## config.mk

```make
export PLATFORM = sky130hd
export DESIGN_NAME = pwm_duty_sequencer_flat
export DESIGN_NICKNAME = d
export VERILOG_FILES = /design/src/rtl/pwm_duty_sequencer_if.sv /design/src/rtl/pwm_duty_sequencer.sv /design/src/flat_wrapper.sv
export SDC_FILE = /design/constraint.sdc
export NUM_CORES = 1
export LEC_CHECK = 0
export ABC_AREA = 1
export BUFFER_PORTS_ARGS = -buffer_cell sky130_fd_sc_hd__clkbuf_2
export CORE_ASPECT_RATIO = 1.25
export CORE_MARGIN = 3
export CORE_UTILIZATION = 59
export DETAILED_ROUTE_END_ITERATION = 7
export PLACE_DENSITY_LB_ADDON = 0.2
export SETUP_SLACK_MARGIN = 0.02
export SLEW_MARGIN = 10
export SYNTH_ARGS = -nofsm -noshare
export SYNTH_HDL_FRONTEND = slang
export SYNTH_SLANG_ARGS = --single-unit
```

## constraint.sdc

```tcl
create_clock -name clk -period 2.5 [get_ports clk]
set_input_delay 0.25 -clock clk [delete_from_list [all_inputs] [get_ports clk]]
set_output_delay 0.25 -clock clk [all_outputs]
set_load 0.01 [all_outputs]
```

## src/rtl/pwm_duty_sequencer_if.sv

```systemverilog
// Command byte handshake into the PWM duty sequencer.
// The master drives valid/data and the sequencer drives ready.
interface pwm_duty_sequencer_if;
    logic       cmd_valid;
    logic       cmd_ready;
    logic [7:0] cmd_data;

    modport master (output cmd_valid, output cmd_data, input cmd_ready);
    modport slave  (input cmd_valid, input cmd_data, output cmd_ready);
endinterface

```

## src/rtl/pwm_duty_sequencer.sv

```systemverilog
// Frame timebase plus a duty-level ramp that only moves on frame boundaries.
// Optional PWM_SEQ_RETARGET_EN lets new commands retarget a ramp in progress.
//
// state | meaning
// IDLE  | duty_level == target, ready for a command
// RAMP  | stepping duty_level toward target every STEP_FRAMES frames
module pwm_duty_sequencer #(
    parameter int FRAME_CYCLES = 1000000,
    parameter int STEP_FRAMES  = 5,
    parameter int MAX_LEVEL    = 10
) (
    input  logic                   clk,
    input  logic                   rst,
    pwm_duty_sequencer_if.slave    cmd,
    output logic [3:0]             duty_level,
    output logic                   frame_start,
    output logic                   busy,
    output logic                   cmd_err
);
    localparam int FC_W = $clog2(FRAME_CYCLES);
    localparam int SC_W = $clog2(STEP_FRAMES) + 1;

    typedef enum logic {IDLE, RAMP} state_t;

    state_t          state;
    logic [FC_W-1:0] frame_cnt;
    logic [SC_W-1:0] step_cnt;
    logic [3:0]      target;
    logic            xfer;
    logic            over;
    logic [3:0]      lvl;
    logic [3:0]      next_duty;
    logic            step_due;

    assign xfer      = cmd.cmd_valid && cmd.cmd_ready;
    assign over      = cmd.cmd_data > 8'(MAX_LEVEL);
    assign lvl       = cmd.cmd_data[3:0];
    assign next_duty = (target > duty_level) ? duty_level + 4'd1 : duty_level - 4'd1;
    assign step_due  = frame_start && (step_cnt == SC_W'(STEP_FRAMES - 1));

    always_ff @(posedge clk or posedge rst) begin
        if (rst) begin
            frame_cnt   <= '0;
            frame_start <= 1'b0;
        end else begin
            frame_start <= (frame_cnt == FC_W'(FRAME_CYCLES - 1));
            if (frame_cnt == FC_W'(FRAME_CYCLES - 1))
                frame_cnt <= '0;
            else
                frame_cnt <= frame_cnt + 1'b1;
        end
    end

    always_ff @(posedge clk or posedge rst) begin
        if (rst) begin
            state         <= IDLE;
            step_cnt      <= '0;
            target        <= '0;
            duty_level    <= '0;
            busy          <= 1'b0;
            cmd.cmd_ready <= 1'b0;
            cmd_err       <= 1'b0;
        end else begin
            cmd_err <= xfer && over;
            case (state)
                IDLE: begin
                    cmd.cmd_ready <= 1'b1;
                    busy          <= 1'b0;
                    if (xfer && !over && lvl != duty_level) begin
                        target   <= lvl;
                        step_cnt <= '0;
                        state    <= RAMP;
                        busy     <= 1'b1;
`ifdef PWM_SEQ_RETARGET_EN
                        cmd.cmd_ready <= 1'b1;
`else
                        cmd.cmd_ready <= 1'b0;
`endif
                    end
                end
                RAMP: begin
`ifdef PWM_SEQ_RETARGET_EN
                    // A legal retarget takes priority over a step landing this edge.
                    if (xfer && !over) begin
                        target   <= lvl;
                        step_cnt <= '0;
                        if (lvl == duty_level) begin
                            state <= IDLE;
                            busy  <= 1'b0;
                        end
                    end else
`endif
                    if (step_due) begin
                        duty_level <= next_duty;
                        step_cnt   <= '0;
                        if (next_duty == target) begin
                            state         <= IDLE;
                            busy          <= 1'b0;
                            cmd.cmd_ready <= 1'b1;
                        end
                    end else if (frame_start) begin
                        step_cnt <= step_cnt + 1'b1;
                    end
                end
                default: state <= IDLE;
            endcase
        end
    end
endmodule

```

## src/flat_wrapper.sv

```systemverilog
// flat-port wrapper written by rule: the top's interface ports become plain ports
module pwm_duty_sequencer_flat 
#(
    parameter int FRAME_CYCLES = 1000000,
    parameter int STEP_FRAMES  = 5,
    parameter int MAX_LEVEL    = 10
)
  (clk, rst, duty_level, frame_start, busy, cmd_err, cmd_cmd_valid, cmd_cmd_data, cmd_cmd_ready);
  pwm_duty_sequencer_if cmd_i ();
  input  logic clk;
  input  logic rst;
  output logic [3:0] duty_level;
  output logic frame_start;
  output logic busy;
  output logic cmd_err;
  input wire logic [$bits(cmd_i.cmd_valid)-1:0] cmd_cmd_valid;
  input wire logic [$bits(cmd_i.cmd_data)-1:0] cmd_cmd_data;
  output wire logic [$bits(cmd_i.cmd_ready)-1:0] cmd_cmd_ready;
  assign cmd_i.cmd_valid = cmd_cmd_valid;
  assign cmd_i.cmd_data = cmd_cmd_data;
  assign cmd_cmd_ready = cmd_i.cmd_ready;
  pwm_duty_sequencer #(.FRAME_CYCLES(FRAME_CYCLES), .STEP_FRAMES(STEP_FRAMES), .MAX_LEVEL(MAX_LEVEL)) u_core (.clk(clk), .rst(rst), .cmd(cmd_i), .duty_level(duty_level), .frame_start(frame_start), .busy(busy), .cmd_err(cmd_err));
endmodule
```

==> key figures, run 1 <==
Synthesis
  – Post-Syn Area: 2140 µm²
  – Post-synth net total: 281
  – Largest area contributor in the netlist: dfrtp_1
  – Number of distinct library cells after synthesis: 27
  – Post-synth ARST share: 100%
  – Post-synth top area share: 43.3%
  – Syn Area/Cell: 8.22 µm²
  – Synthesized instance count: 260
  – Post-synthesis compound-gate area fraction: 4.16%
  – Synth Area in XOR/XNOR: 8.61%
  – Ys flop type: dfrtp_1
  – EDFF count, synth: 0
  – Mux cell area share after synthesis: 0.468%
  – Register area share after synthesis: 43.3%
  – Count of state elements after synthesis: 37
  – Adder-cell area share of the yosys netlist: 6.21%
  – Synth Area in Simple Gates: 29.3%
  – Top area cells in the synthesized netlist: dfrtp_1 (43%), nand2_1 (9.0%), inv_1 (6.3%)
  – Synth warnings: 0
  – Main combinational cell family by area after synthesis: simple AND/OR/NAND/NOR gates

Global route
  – Global-route wire length before repair: 7.00 mm
  – Overflow after GRT: 0
  – Vias in the first global route: 1688
  – Initial antenna violation count: 0
  – Largest net degree at the start of global routing: 38
  – GRT Overall Usage: 21.5%

Final layout
  – Most frequent cells in the layout: nand2_1 (49), dfrtp_1 (37), inv_1 (34), nor2_1 (31), clkbuf_2 (18)
  – Layout cells sized above 1: 21.7%
  – Fin nets: 310
  – Synthesis-to-layout area growth: 16.6%
  – Finished Cell Area: 2490 µm²
  – N_diodes: 0
  – Post-layout util: 74.6%
  – Post-route insts no fill: 327
  – Commonest non-fill, non-tap cell in the layout: nand2_1

Floorplan
  – Num ports: 19
  – Initial core utilization: 64.0%
  – DIE HEIGHT: 73.3 µm
  – Core area: 3340 µm²
  – Die width: 59.8 µm
  – Die area: 4380 µm²
  – Site Rows: 23

Timing
  – Setup ws final: 140 ps
  – Max Freq: 0.424 GHz
  – Final-report hold violation count: 0
  – Worst Tran Pin Value: 538 ps
  – Clock skew: 8.84 ps
  – Tmin final: 2360 ps
  – Tcrit/Tclk final: 94.4%
  – Final Setup Violations: 0
  – Slew HR: 64.0%
  – Max-slew violation total from the final report: 0

Routing
  – Drt drc: 0
  – First-pass DRT Iterations: 4
  – Vias per std cell: 5.30
  – Initial drt markers: 95
  – DRT antenna net count: 0
  – Final WL: 4.15 mm
  – WL/cell: 12.7 µm
  – Via count: 1732

Power and ir drop
  – LEAKAGE: 1.27 nW
  – Worst VDD drop: 0.619 mV
  – Pwr dens: 465 nW/µm²
  – Overall power: 1.16 mW

Critical path
  – Setup CP Type: flip-flop to flip-flop
  – CP Capture Type: flip-flop
  – Crit path DAT: 2560 ps
  – Critical path peak fanout: 3
  – CP startpoint kind: flip-flop
  – Critical Path RT: 2700 ps

Place
  – Post-DP Area: 2300 µm²
  – IO Port Bufs: 18
  – Placer Congestion: 0.919
  – Post-detail-place hpwl: 3.16 mm
  – Placed cells: 318
  – Pre-CTS setup slack: 45.7 ps

Clock network
  – Post-CTS Hold Buffers: 0
  – Clock Path Buffers: 2
  – CTS clk-pin slew, worst paths: 80 ps
  – Number of buffers created by CTS: 5
  – Worst skew pair latency: 300 ps
  – CTS tree: yes
  – CTS root buf: clkbuf_8
  – H-tree levels: 2
  – Clk sinks: 37

Status
  – Status: completed

Hold path
  – Type of the worst min-delay path: primary input to asynchronous set/reset pin

Run
  – # Max-Cap Violations: 0
[final cells by class]
class | instances | area (µm²)
repair buffers | 24 | 135
multi-input cells | 178 | 1110
well taps | 37 | 46.3
clock inverters | 3 | 46.3
inverters | 43 | 161
flip-flops and latches | 37 | 926
clock buffers | 5 | 68.8
fillers | 255 | 847
[routing by layer]
metal	up-vias	wire (µm)	global-route usage [%]
met5	-	0	0
met4	0	75	9.61
met3	6	166	4.75
met2	35	2130	38.5
met1	809	1780	23.6
li1	882	-	-
[critical path: stages, from the launching register on]
cell	delay [ps]
dfrtp_1	360
inv_1	100
ha_4	280
nand2_1	50
inv_1	80
nand3_2	90
inv_2	60
a21oi_2	40
fa_1	410
xnor2_1	270
xor2_1	170
nor2_1	60
nand3_2	80
nand2_1	80
nand2_2	80
nand2_1	50
[through the flow]
stage	setup TNS, ps	hold slack, ps
floorplan	0	396
global placement	0	357
detailed placement	0	372
CTS	0	48.0
global route	-9.77	100
finish	0	33.8
[cells by family (layout without fill, tap and decap cells)]
| kind of cell | count (synthesis) | in the layout |
|---|---|---|
| compound gates | 17 | 17 |
| buf+inv | 45 | 75 |
| flops | 37 | 37 |
| simple gates | 129 | 129 |
| xor+xnor | 21 | 21 |
| mux | 1 | 1 |
| fa+ha+maj | 10 | 10 |
[synth_stat cells (2+ instances only)]
cell       n
a21oi_1    7
clkbuf_1   2
dfrtp_1   37
ha_1       9
inv_1     36
inv_2      7
nand2_1   51
nand2_2    4
nand3_1   16
nand3b_1   3
nand4_1   11
nor2_1    31
nor3_1     4
nor3_2     2
nor3_4     2
o21ai_0    7
o21ai_1    2
xnor2_1   10
xor2_1    11
[where the power goes]
group | switching [mW] | total [mW] | internal (mW)
clock | 0.229 | 0.527 | 0.298
combinational | 0.0198 | 0.0310 | 0.0112
sequential | 0.000217 | 0.599 | 0.599
total | 0.249 | 1.16 | 0.909
[what timing repair did]
item / 4_1_cts / 5_1_grt
gates resized for setup: 0 / 12
endpoints found under the setup margin: 0 / 3
setup buffers: 0 / 1
hold endpoints to repair: 0 / 0
[sequential cells by signal, summed over array words and instances, names as in the netlist]
| register | count |
|---|---|
| u_core.busy | 1 |
| u_core.cmd.cmd_ready | 1 |
| u_core.cmd_err | 1 |
| u_core.duty_level | 4 |
| u_core.frame_cnt | 20 |
| u_core.frame_start | 1 |
| u_core.state | 1 |
| u_core.step_cnt | 4 |
| u_core.target | 4 |
[final timing paths]
kind                                            from                   end  slack [ps]  depth (start not counted)
worst max-delay path            u_core.duty_level[3]  u_core.cmd.cmd_ready         140                         15
worst min-delay path                             rst    u_core.step_cnt[1]          30                          3
worst max register to register  u_core.duty_level[3]  u_core.cmd.cmd_ready         140                         15
worst min register to register      u_core.target[0]      u_core.target[0]         500                          2
max in group asynchronous                        rst    u_core.frame_start        2150                          3
min in group clk                       cmd_cmd_valid        u_core.cmd_err         180                          3
Note: power is estimated with default switching activity, not from simulation.
==> run 2, diff against run 1 <==
- REMOVE_ABC_BUFFERS: default -> 1
==> run 2 against run 1 <==
  * Non-clock buffer count is 7 higher
  * Sequential power is essentially flat
  * Die area unchanged
  * Clock power rose by 17%
  * Maximum frequency fell by 5.6%
  * Register-to-register slack got worse by 140 ps
  * Critical endpoint unchanged
  * Largest cell class unchanged
  * Highest routed layer unchanged
==> key figures, run 2 (synthesis gave the netlist of run 1 again) <==
Status
  – Status: completed

Critical path
  – CP startpoint kind: flip-flop
  – Critical Path RT: 2740 ps (+40 ps)
  – CP Capture Type: flip-flop
  – Setup CP Type: flip-flop to flip-flop
  – Critical path peak fanout: 4 (+1)
  – Reg2Reg Depth: 16 (+1)
  – Crit path DAT: 2740 ps (+180 ps)
  – FF-to-FF setup slack: 0.06 ps (-140 ps)

Routing
  – Final WL: 5.44 mm (+31%)
  – DRT antenna net count: 0 (unchanged)
  – First-pass DRT Iterations: 6 (+2)
  – WL/cell: 16.3 µm (+28%)
  – Vias per std cell: 5.62 (+6.0%)
  – Via count: 1876 (+8.3%)
  – Drt drc: 0 (unchanged)
  – Initial drt markers: 124 (+31%)

Clock network
  – CTS root buf: clkbuf_8
  – H-tree levels: 2 (unchanged)
  – Worst skew pair latency: 300 ps (about the same)
  – Clock Path Buffers: 2 (unchanged)
  – CTS tree: yes
  – CTS clk-pin slew, worst paths: 80 ps (about the same)
  – Clk sinks: 37 (unchanged)
  – Number of buffers created by CTS: 5 (unchanged)

Final layout
  – Fin nets: 317 (+2.3%)
  – Largest register FFs: 20 (unchanged)
  – Synthesis-to-layout area growth: 23.8%
  – Reg with most FFs: u_core.frame_cnt
  – Multi-input logic area: 1190 µm² (+7.1%)
  – Register Area: 927 µm² (+0.14%)
  – N_diodes: 0 (unchanged)
  – Layout cells sized above 1: 28.3% (+6.6 points)
  – Commonest non-fill, non-tap cell in the layout: nand2_1
  – Layout fillers: 208 (-18%)
  – Post-layout util: 79.2% (+4.6 points)
  – Most frequent cells in the layout: nand2_1 (42), dfrtp_1 (36), inv_1 (32), nor2_1 (30), clkbuf_2 (18)

Timing
  – Setup ws final: 0.0613 ps (-140 ps)
  – RSZ-0062 raised after global routing: yes
  – Clock skew: 12.9 ps (+4.07 ps)
  – Max-slew violation total from the final report: 0 (unchanged)
  – Worst Tran Pin Value: 538 ps (+0.319 ps)
  – Slew HR: 64.0% (about the same)
  – Max Freq: 0.400 GHz (-5.6%)
  – Tmin final: 2500 ps (+140 ps)
  – Final-report hold violation count: 0 (unchanged)
  – Final Setup Violations: 0 (unchanged)
  – Tcrit/Tclk final: 100% (+5.6 points)

Place
  – Post-detail-place hpwl: 3.25 mm (+2.9%)
  – IO Port Bufs: 18 (unchanged)
  – Placer Congestion: 0.939 (+2.1%)
  – Pre-CTS setup slack: -20.2 ps (-65.9 ps)

Floorplan
  – Die width: 59.8 µm (unchanged)
  – Initial core utilization: 64.0% (unchanged)
  – DIE HEIGHT: 73.3 µm (unchanged)
  – Site Rows: 23 (unchanged)
  – Num ports: 19 (unchanged)
  – Die area: 4380 µm² (unchanged)
  – Core area: 3340 µm² (unchanged)

Power and ir drop
  – Overall power: 1.25 mW (+7.9%)
  – Pwr dens: 472 nW/µm² (+1.6%)
  – Worst VDD drop: 0.502 mV (-19%)
  – LEAKAGE: 1.33 nW (+5.1%)

Global route
  – Vias in the first global route: 1814 (+7.5%)
  – Initial antenna violation count: 0 (unchanged)
  – Overflow after GRT: 0 (unchanged)
  – Largest net degree at the start of global routing: 38 (unchanged)
  – Global-route wire length before repair: 7.77 mm (+11%)
  – GRT Overall Usage: 23.8% (+2.3 points)

Run
  – # Max-Cap Violations: 0 (unchanged)

Hold path
  – Type of the worst min-delay path: primary input to asynchronous set/reset pin
## run 2: cell count changes in the layout (fill, tap and decap cells not counted), sizes merged
cell	delta
clkinvlp	-1
bufinv	+1
buf	+7
## run 2: worst paths after layout
| path | to | from |
|---|---|---|
| max in group asynchronous | u_core.duty_level[2] | rst |
| worst max-delay path | u_core.cmd.cmd_ready | u_core.duty_level[3] |
| worst min register to register | u_core.frame_cnt[4] | u_core.frame_cnt[4] |
| min in group clk | u_core.cmd_err | cmd_cmd_valid |
| worst max register to register | u_core.cmd.cmd_ready | u_core.duty_level[3] |
| worst min-delay path | u_core.duty_level[3] | rst |
## run 2: through the flow
step	std cells	setup TNS (ps)	hold WS (ps)	area, µm²
after floorplan	258	0	396	2130
after global placement	317	0	356	2300
after detailed placement	317	-20.2	364	2300
after CTS	325	0	43.4	2430
after global routing	334	-273	74.7	2650
final	334	0	33.5	2650
## run 2: metal layers
layer	track usage (%)	wire, µm	part of all wire, %
met4	11.1	222	4.1
met3	6.15	262	4.8
met2	42.2	2950	54
met1	25.9	2000	37
met5	0	0	0
## run 2: final cells by class
| class | instances | share of cell area (%) |
|---|---|---|
| clock inverters | 3 | 2.46 |
| clock buffers | 5 | 2.60 |
| well taps | 37 | 1.75 |
| inverters | 43 | 6.20 |
| flip-flops and latches | 37 | 35.1 |
| repair buffers | 31 | 7.10 |
| multi-input cells | 178 | 44.8 |
## run 2: report_power, final
group          leakage (nW)  internal (mW)  switching, mW
clock network        0.0681          0.396          0.221
registers             0.467          0.599       0.000274
logic                 0.795         0.0112         0.0214
## run 2: repair_timing
item	4_1_cts	5_1_grt
endpoints found under the setup margin	2	4
setup buffers	0	9
hold buffers	0	0
gates resized for setup	1	31
pin swaps	0	13
## run 2: critical path, cell delays in order (launching register included)
cell and delay, ps:
dfrtp_1 410, inv_2 80, ha_4 290, nand2_4 50, inv_4 80, nand3_4 90
inv_2 80, a21oi_4 40, fa_2 610, nor2_1 70, nor2_1 130, nand3_1 110
nor2_2 100, nand3_2 100, nand2_1 70, nand2_1 60, nand2_1 70
==> run 3, diff against run 2 <==
- CORE_ASPECT_RATIO: 1.25 -> 0.9
- CORE_UTILIZATION: 59 -> 55
==> run 3 against run 2 <==
  * Hold slack improved by 14 ps
  * Clock skew fell by 11 ps
  * Maximum frequency rose by 0.42%
  * Final cell count rose by 1.5%
  * Sequential power barely moved
  * Total power fell by 13%
  * Flip-flop and latch count did not move
  * Die area rose by 6.5%
  * Global-route usage fell by 2.7 points
  * Core utilization fell by 5.4 points
  * Highest routed layer unchanged
==> key figures, run 3 (synthesis gave the netlist of run 1 again) <==
Floorplan
  – Initial core utilization: 60.1% (-3.9 points)
  – DIE HEIGHT: 65.1 µm (-11%)
  – Site Rows: 20 (-13%)
  – Core area: 3550 µm² (+6.4%)
  – Die width: 71.7 µm (+20%)
  – Die area: 4670 µm² (+6.5%)
  – Num ports: 19 (unchanged)

Routing
  – Met2 wire len: 2.19 mm (-26%)
  – Final WL: 4.94 mm (-9.1%)
  – Initial drt markers: 147 (+19%)
  – Routed wl met3: 226 µm (-14%)
  – Drt drc: 0 (unchanged)
  – Via count: 1817 (-3.1%)
  – First-pass DRT Iterations: 5 (-1)
  – Max layer used: met4
  – Vias per std cell: 5.36 (-4.6%)
  – DRT antenna net count: 0 (unchanged)
  – WL/cell: 14.6 µm (-10%)
  – Met1 WL: 2.36 mm (+18%)

Critical path
  – Worst Path Buf+Inv: 3 (unchanged)
  – CP startpoint kind: flip-flop
  – Worst path cell trace: inv_2 -> ha_4 -> nand2_4 -> inv_4 -> nand3_4 -> inv_2 -> a21oi_4 -> fa_2 -> nor2_1 -> nor2_1 -> nand3_1 -> nor2_1 -> nand3_2 -> nand2_1 -> nand2_1 -> nand2_1
  – Cell family with most CP delay: adder cells
  – R2R Path Start: u_core.duty_level[3]
  – Setup CP Type: flip-flop to flip-flop
  – Critical Path Max Stage Delay: 560 ps (-50 ps)
  – CP Capture Type: flip-flop
  – Critical path peak fanout: 4 (unchanged)
  – Crit path DAT: 2710 ps (-30 ps)
  – Reg2Reg Depth: 16 (unchanged)
  – Slowest CP cell: fa_2
  – Worst r2r dst: u_core.cmd.cmd_ready
  – Critical Path RT: 2720 ps (-20 ps)
  – FF-to-FF setup slack: 10 ps (about the same)

Power and ir drop
  – Pwr dens: 413 nW/µm² (-13%)
  – Worst VDD drop: 0.294 mV (-41%)
  – LEAKAGE: 1.33 nW (about the same)
  – Overall power: 1.08 mW (-13%)

Timing
  – Max Freq: 0.402 GHz (+0.42%)
  – Worst Tran Pin Value: 497 ps (-41.1 ps)
  – Slew HR: 66.7% (+2.8 points)
  – Setup TNS: 0 ps (unchanged)
  – Hold Slack: 48.0 ps (+14.5 ps)
  – Tcrit/Tclk final: 99.6% (-0.42 points)
  – Final Setup Violations: 0 (unchanged)
  – Clock skew: 2.16 ps (-10.7 ps)
  – Setup ws final: 10.6 ps (+10.5 ps)
  – Max-slew violation total from the final report: 0 (unchanged)
  – Final-report hold violation count: 0 (unchanged)
  – Tmin final: 2490 ps (-10.5 ps)

Final layout
  – Layout fillers: 267 (+28%)
  – Most frequent cells in the layout: nand2_1 (44), dfrtp_1 (36), inv_1 (32), nor2_1 (31), clkbuf_2 (18)
  – N_diodes: 0 (unchanged)
  – Synthesis-to-layout area growth: 22.7%
  – Post-layout util: 73.8% (-5.4 points)
  – Layout cells sized above 1: 27.1% (-1.2 points)
  – Largest register FFs: 20 (unchanged)
  – Commonest non-fill, non-tap cell in the layout: nand2_1
  – Fin nets: 315 (-0.63%)
  – Reg with most FFs: u_core.frame_cnt

Global route
  – Initial antenna violation count: 0 (unchanged)
  – Vias in the first global route: 1644 (-9.4%)
  – Global-route wire length before repair: 7.71 mm (-0.71%)
  – Overflow after GRT: 0 (unchanged)
  – Largest net degree at the start of global routing: 38 (unchanged)
  – GRT Overall Usage: 21.1% (-2.7 points)

Clock network
  – Clk sinks: 37 (unchanged)
  – CTS clk-pin slew, worst paths: 70 ps (about the same)
  – Worst skew pair latency: 280 ps (-20 ps)
  – H-tree levels: 2 (unchanged)
  – CTS root buf: clkbuf_8
  – Clock Path Buffers: 2 (unchanged)
  – CTS tree: yes
  – Number of buffers created by CTS: 5 (unchanged)

Status
  – Status: completed

Run
  – # Max-Cap Violations: 0 (unchanged)

Hold path
  – Type of the worst min-delay path: primary input to asynchronous set/reset pin

Place
  – Placer Congestion: 0.916 (-2.4%)
  – Pre-CTS setup slack: 16.7 ps (+36.9 ps)
  – Post-detail-place hpwl: 3.27 mm (+0.49%)
  – IO Port Bufs: 18 (unchanged)
[run 3: cell types whose count changed in the layout (fill, tap and decap cells not counted), sizes merged]
cell / previous run / this run
bufinv: 2 / 0
buf: 13 / 11
clkbuf: 23 / 25
[run 3: area by class of cell]
class / instances / area [µm²] / share of cell area (%)
flip-flops and latches: 37 / 927 / 35.4
multi-input cells: 178 / 1200 / 45.8
well taps: 44 / 55.1 / 2.10
clock buffers: 7 / 96.3 / 3.67
clock inverters: 1 / 5.00 / 0.191
repair buffers: 29 / 173 / 6.58
inverters: 43 / 164 / 6.25
[run 3: routing by layer]
layer	up-vias	global-route usage, %
met1	855	33.6
met5	-	0
met2	57	28.3
li1	893	-
met4	0	5.63
met3	12	4.59
[run 3: what timing repair did]
action                                  CTS  global route
hold buffers                              0             0
endpoints found under the setup margin    1             4
pin swaps                                 0            15
gates resized for setup                   1            33
buffers inserted                          0             6
[run 3: how the worst max path moves through the flow]
stage                               startpoint                    to  depth (start not counted)
after floorplan           u_core.duty_level[3]  u_core.cmd.cmd_ready                         16
after global placement    u_core.duty_level[3]  u_core.cmd.cmd_ready                         16
after detailed placement  u_core.duty_level[3]  u_core.cmd.cmd_ready                         16
after CTS                 u_core.duty_level[3]  u_core.cmd.cmd_ready                         12
after global routing      u_core.duty_level[3]  u_core.cmd.cmd_ready                         16
final                     u_core.duty_level[3]  u_core.cmd.cmd_ready                         16
[run 3: power by group]
group | internal, mW | leakage (nW) | switching [mW]
logic | 0.0112 | 0.809 | 0.0201
registers | 0.599 | 0.467 | 0.000195
clock network | 0.249 | 0.0542 | 0.204
total | 0.859 | 1.33 | 0.224
[run 3: metrics by stage]
step	instance area (µm²)	instances
floorplan	2130	258
global placement	2310	325
detailed placement	2310	325
CTS	2420	333
global route	2620	339
finish	2620	339
[run 3: worst reg2reg max path, stage by stage, from the launching register on]
cell	delay [ps]
dfrtp_1	420
inv_2	90
ha_4	320
nand2_4	60
inv_4	70
nand3_4	90
inv_2	80
a21oi_4	40
fa_2	560
nor2_1	40
nor2_1	110
nand3_1	100
nor2_1	140
nand3_2	110
nand2_1	70
nand2_1	70
nand2_1	70
